$ cat config.mk
export PLATFORM = sky130hd
export DESIGN_NAME = regfile_sb
export DESIGN_NICKNAME = d
export VERILOG_FILES = /design/src/rtl/regfile_sb.sv
export SDC_FILE = /design/constraint.sdc
export NUM_CORES = 2
export LEC_CHECK = 0
export BUFFER_PORTS_ARGS = -buffer_cell sky130_fd_sc_hd__buf_2
export CAP_MARGIN = 20
export CORE_MARGIN = 2
export CORE_UTILIZATION = 55
export DETAILED_ROUTE_END_ITERATION = 12
export PLACE_DENSITY = 0.83
export SYNTH_ARGS = -nofsm -noshare
export SYNTH_HDL_FRONTEND = slang
export SYNTH_SLANG_ARGS = --single-unit
$ cat constraint.sdc
create_clock -name clk -period 35.3 [get_ports clk]
set_input_delay 7.06 -clock clk [delete_from_list [all_inputs] [get_ports clk]]
set_output_delay 7.06 -clock clk [all_outputs]
set_load 0.05 [all_outputs]
$ cat src/rtl/regfile_sb.sv
// Register file with two combinational read ports, one write port, and a per-register
// busy scoreboard. Register 0 always reads zero and is never busy.
module regfile_sb #(
   parameter int XLEN   = 32,
   parameter int NREG   = 32,
   parameter int BYPASS = 1,
   localparam int AW    = $clog2(NREG)
) (
   input  logic            clk,
   input  logic            reset,
   input  logic [AW-1:0]   rs1,
   input  logic [AW-1:0]   rs2,
   output logic [XLEN-1:0] read_data1,
   output logic [XLEN-1:0] read_data2,
   output logic            rs1_ready,
   output logic            rs2_ready,
   input  logic [AW-1:0]   rd,
   input  logic [XLEN-1:0] data_in,
   input  logic            reg_write,
   input  logic            alloc_valid,
   input  logic [AW-1:0]   alloc_rd,
   output logic            alloc_ok,
   output logic [NREG-1:0] busy_mask,
   output logic [AW:0]     busy_count
);

   logic [XLEN-1:0] r_regs [NREG];
   logic [NREG-1:0] r_busy;
   logic [AW:0]     r_busy_cnt;

   logic            w_wr;
   logic            w_alloc_ok;
   logic            w_inc;
   logic            w_dec;
   logic [NREG-1:0] w_busy_nxt;

   assign w_wr = reg_write & (rd != '0);

   // A write landing on the same register this cycle frees it for immediate re-allocation.
   assign w_alloc_ok = alloc_valid & (alloc_rd != '0) &
                       (~r_busy[alloc_rd] | (w_wr & (rd == alloc_rd)));

   assign w_inc = w_alloc_ok & ~r_busy[alloc_rd];
   assign w_dec = w_wr & r_busy[rd] & ~(w_alloc_ok & (alloc_rd == rd));

   always_comb begin
      w_busy_nxt = r_busy;
      if (w_wr)
         w_busy_nxt[rd] = 1'b0;
      if (w_alloc_ok)
         w_busy_nxt[alloc_rd] = 1'b1;
   end

   always_ff @(posedge clk or posedge reset) begin
      if (reset) begin
         for (int i = 1; i < NREG; i++)
            r_regs[i] <= '0;
         r_busy     <= '0;
         r_busy_cnt <= '0;
      end else begin
         if (w_wr)
            r_regs[rd] <= data_in;
         r_busy     <= w_busy_nxt;
         r_busy_cnt <= r_busy_cnt + {{AW{1'b0}}, w_inc} - {{AW{1'b0}}, w_dec};
      end
   end

   always_comb begin
      read_data1 = '0;
      rs1_ready  = 1'b1;
      if (rs1 == '0) begin
         read_data1 = '0;
         rs1_ready  = 1'b1;
      end else if ((BYPASS != 0) && w_wr && (rd == rs1)) begin
         read_data1 = data_in;
         rs1_ready  = 1'b1;
      end else begin
         read_data1 = r_regs[rs1];
         rs1_ready  = ~r_busy[rs1];
      end
   end

   always_comb begin
      read_data2 = '0;
      rs2_ready  = 1'b1;
      if (rs2 == '0) begin
         read_data2 = '0;
         rs2_ready  = 1'b1;
      end else if ((BYPASS != 0) && w_wr && (rd == rs2)) begin
         read_data2 = data_in;
         rs2_ready  = 1'b1;
      end else begin
         read_data2 = r_regs[rs2];
         rs2_ready  = ~r_busy[rs2];
      end
   end

   assign alloc_ok   = w_alloc_ok;
   assign busy_mask  = r_busy;
   assign busy_count = r_busy_cnt;

endmodule

**After elaboration in Yosys (flattened, before gate mapping)**

Cells that the tools add are included.

- Bits of input ports: 56
- Output and inout bits: 105
- Word-level logic and storage cells: 111
- Register bits after elaboration: 1,062

- Mux-type cells: 31
- Magnitude comparators: 10
- Eq/ne operators: 4
- Add/subtract/negate cells: 2
- Bitwise logic cells: 20
- Reductions and logical operators: 10

Operators with widths:

| cell | count |
|---|---|
| $bwmux 1024 | 1 |
| $mux 32 | 11 |
| $bmux 32 s5 | 2 |
| $demux 32 s5 | 1 |
| $and 32x32->32 | 1 |
| $not 32->32 | 1 |
| $or 32x32->32 | 1 |
| $lt 5x6->1 const B | 4 |
| $bmux 1 s5 | 4 |
| $eq 5x5->1 | 4 |
| $ge 6x6->1 const B | 3 |
| $not 5->6 | 3 |
| $demux 1 s5 | 2 |
| $ge 5x1->1 const B | 2 |
| $logic_not 5->1 | 2 |
| $mux 1 | 10 |
| $reduce_bool 5->1 | 2 |
| $and 1x1->1 | 8 |
| $add 6x1->6 | 1 |
| $lt 6x1->1 const B | 1 |
| $sub 6x1->6 | 1 |
| $logic_and 1x1->1 | 5 |
| $not 1->1 | 5 |
| $reduce_and 2->1 | 1 |
| $or 1x1->1 | 1 |

**Longest topological paths before layout**

- Word-level depth: 9
- Gate-level depth with buffers: 16
- Gate-level depth less buffers: 14

**Worst setup path before layout**

OpenSTA, ideal clock, no wires.

- Kind: input to output
- Start point: input port rs2[0]
- End point: output port read_data2[19]
- Arrival: 9.495 ns
- Stages: 10
- Slack: 18.745 ns
- Data required time: 28.240 ns
- Buffers on the path: 5
- Cell sequence: buf_2 -> buf_4 -> buf_4 -> buf_4 -> buf_4 -> mux4_2 -> a22oi_1 -> a21oi_1 -> a21oi_1 -> o21ai_0

- Cells in the longest elaborated chain, start to end: 6
- Elaborated cells on any way between the ends: 9
- Classes of those cells: 1 x eq/ne; 5 x mux; 1 x bitwise; 2 x reduce/logical

Ends and longest elaborated chain:

| what | RTL line | source |
|---|---|---|
| from (decl) | 12 | `input logic [AW-1:0] rs2,` |
| $not 5->6 (implied by the code) | 93 | `read_data2 = r_regs[rs2];` |
| $bmux 32 s5 | 93 |  |
| $mux 32 (implied by the code) (2 in a row) | 93 |  |
| $mux 32 | 89 | `end else if ((BYPASS != 0) && w_wr && (rd == rs2)) begin` |
| $mux 32 * | 86 | `if (rs2 == '0) begin` |
| to (decl) | 14 | `output logic [XLEN-1:0] read_data2,` |

Every way passes the cells marked *; elsewhere a longest branch is shown, timed or not. The select of a mux whose other input is x is not followed.

**Worst setup path after layout**

- Start point: input port rs2[0]
- End point: output port read_data2[17]

The elaborated chain is that of the path after synthesis.

==> results.ini <==
[cts]
clock_latency_ps = 710
numCtsBuffers = 113
root_buffer = clkbuf_16
cts_hold_buf = 0
numClockSinks = 1062
cts_resized = 0
cts_tree = yes
cts.clk_slew.worst_paths_ps = 60
cts_setup_buffers = 0
cts_buffer_depth = 3
h-tree-depth = 3

[finish]
multi_input_area_um2 = 29800
final_cell_count_no_fill = 5494
syn_to_final_growth_pct = 9.70
fin_nets = 4064
layout-drive-gt1-share_pct = 46.3
register_area_um2 = 26700
fin_area_um2 = 64000
n_fill_cell = 7590

[worst_setup_path]
cp.required_ps = 28240
ff2ff_setup_slack_ps = 31790
end_kind = output port
crit_chain = buf_8, buf_12, buf_12, buf_4, mux2i_1, a221oi_1, o21ai_0, a211oi_1, a211o_1, buf_2
slowest_delay_ps = 760
critPathLaunchType = primary input
critical_path_class = in2out
path_common_cell = buf_12
endpoint = read_data2[17]
path_max_fanout = 94
timing.critical_path.from = rs2[0]
r2r-start = busy_mask[14]$_DFF_PP0_
reg2reg_depth = 13
cp_slowest_cell = buf_4
r2r-end = busy_count[4]$_DFF_PP0_
crit_arrival_ps = 11600

[placement]
dp_cells = 5276
dpl_cell_area_um2 = 60000
gp_congestion = 0.863
dp_hpwl_um = 99700
dp_worst_setup_slack_ps = 16680
port-buffer-count = 160

[yosys]
synth_ff_type = dfrtp_1
synth_top_area_share_pct = 44.2
netlist_area_um2 = 58300
yosys_warnings = 0
synth.avg_cell_area_um2 = 14.4
ys_seq_area_share_pct = 45.9
synth_edf_count = 32
async_flop_share_pct = 97.0
netlist_instances = 4052
synth-seq-cells = 1062
ys_types = 63
yosysTopAreaCell = dfrtp_1
synth_most_common_cell = dfrtp_1
synthTopCellsByCount = dfrtp_1, mux2_2, mux4_2
synth.area.top_cells = dfrtp_1, mux2_2, mux4_2

[sta]
setup_tns_ps = 0
slew_headroom_pct = 17.0
fin_ws_ps = 16640
finalHoldViolations = 0
period_needed_ps = 18660
timing.final.max_slew_violations = 0
fmax_ghz = 0.0536
rsz0062_at_grt = false
finalCritPeriodShare_pct = 52.9
worst_slew_pin_slew_ps = 1240
fin_skew_ps = 7.71
setup_viol = 0
hold_ws_ps = 508

[outcome]
status = completed

[floorplanning]
dieArea_um2 = 109000
initial_core_util_pct = 55.4
die_h_um = 330
dieWidth_um = 330
num_rows = 119
pin_count = 161
core_um2 = 105000

[global_routing]
grt_pass1_vias = 40425
grt_pass1_wl_um = 261000
grt_max_degree = 181
gr-usage-all-layers_pct = 32.2
antenna_found_initial = 14
gr-total-overflow = 0

[routing]
post_drt_wl_per_cell_um = 31.7
vias = 39706
viasPerCell = 7.23
drt-initial-drc-count = 4580
final_antenna_net_count = 0
dr.pass1.iters = 5
route.detailed.drc = 0
wirelength_um = 174000

[min_path]
hold_path.class = reg2reg

[power_and_ir_drop]
seq_power_share_pct = 43.7
clockPowerShare_pct = 33.2
p_per_area_nw_per_um2 = 59.2
combPwrFrac_pct = 23.1
vdd_drop_max_v = 0.0000508
power.switching_mw = 1.12
internal_power_mw = 2.67
leakage_nw = 27.7
switching_share_pct = 29.5

[flow_run]
maxCapViolations = 0

[worst min-delay path by stage]
| stage | to | start | cells after the start | slack, ps |
|---|---|---|---|---|
| after floorplan | r_regs[829]$_DFFE_PP0P_ | r_regs[829]$_DFFE_PP0P_ | 1 | 490 |
| after detailed placement | busy_mask[0]$_DFF_PP0_ | busy_mask[0]$_DFF_PP0_ | 0 | 490 |
| after global placement | busy_mask[0]$_DFF_PP0_ | busy_mask[0]$_DFF_PP0_ | 0 | 470 |
| after CTS | busy_mask[0]$_DFF_PP0_ | busy_mask[0]$_DFF_PP0_ | 0 | 510 |
| final | busy_count[0]$_DFF_PP0_ | busy_count[0]$_DFF_PP0_ | 1 | 510 |
| after global routing | busy_mask[0]$_DFF_PP0_ | busy_mask[0]$_DFF_PP0_ | 0 | 510 |
[flip-flops by register name (all words and copies together) (netlist names)]
name	count
r_regs	1024
busy_count	6
busy_mask	32
[power groups by stage]
stage,logic (mW),clock network [mW],registers [mW]
after floorplan,0.660,0,1.65
after global placement,0.840,0,1.64
after detailed placement,0.866,0,1.66
after CTS,0.873,1.26,1.64
after global routing,0.929,1.32,1.68
final,0.876,1.26,1.65
[critical path, delay by kind of cell]
| family | cells | cell delay, ps |
|---|---|---|
| buffers and inverters | 5 | 2890 |
| AO/OA/AOI/OAI | 4 | 1190 |
| multiplexers | 1 | 180 |
[final cells by class]
| class | count | share of cell area (%) |
|---|---|---|
| inverters | 28 | 0.170 |
| clock inverters | 35 | 0.810 |
| repair buffers | 243 | 2.45 |
| multi-input cells | 2553 | 46.6 |
| clock buffers | 179 | 5.39 |
| diodes | 3 | 0.0117 |
| flip-flops and latches | 1062 | 41.8 |
| well taps | 1391 | 2.72 |
[layer usage]
metal / vias to the layer above / part of all wire [%] / GRT usage (%) / routed length (um)
li1: 15744 / - / - / -
met3: 691 / 9.8 / 7.80 / 17100
met5: - / 0.058 / 0 / 102
met1: 20809 / 37 / 42.0 / 65200
met2: 2446 / 46 / 49.8 / 81000
met4: 16 / 6.3 / 18.1 / 11000
[layout by cell type, fill, tap and decap left out, drive strengths merged, types with 13 or more instances in the layout]
cell and count:
a2111oi 18, a211o 29, a211oi 102, a21oi 28, a221o 49, a221oi 110
a22o 16, a22oi 46, a32o 15, buf 242, clkbuf 180, clkinv 16
conb 32, dfrtp 1030, edfxtp 32, inv 33, mux2 1000, mux2i 320
mux4 418, nand2 22, nand2b 16, nor2 67, nor2b 58, nor3 45
nor3b 33, o21ai 58, xnor2 13
[cell families after synthesis]
kind of cell / count (synthesis) / synth area share (%)
fa+ha+maj: 7 / 0.163
flops: 1062 / 45.9
compound gates: 484 / 6.61
xor+xnor: 20 / 0.300
buf+inv: 468 / 3.54
other cells: 1 / 0.00643
simple gates: 272 / 2.57
mux: 1738 / 41.0
[metrics by stage]
step | power [mW] | util (%)
after global placement | 2.48 | 57.0
after detailed placement | 2.53 | 57.0
final | 3.79 | 60.8
after global routing | 3.93 | 60.8
after CTS | 3.78 | 60.7
after floorplan | 2.31 | -
No activity file was read; power rests on OpenSTA's default activity.
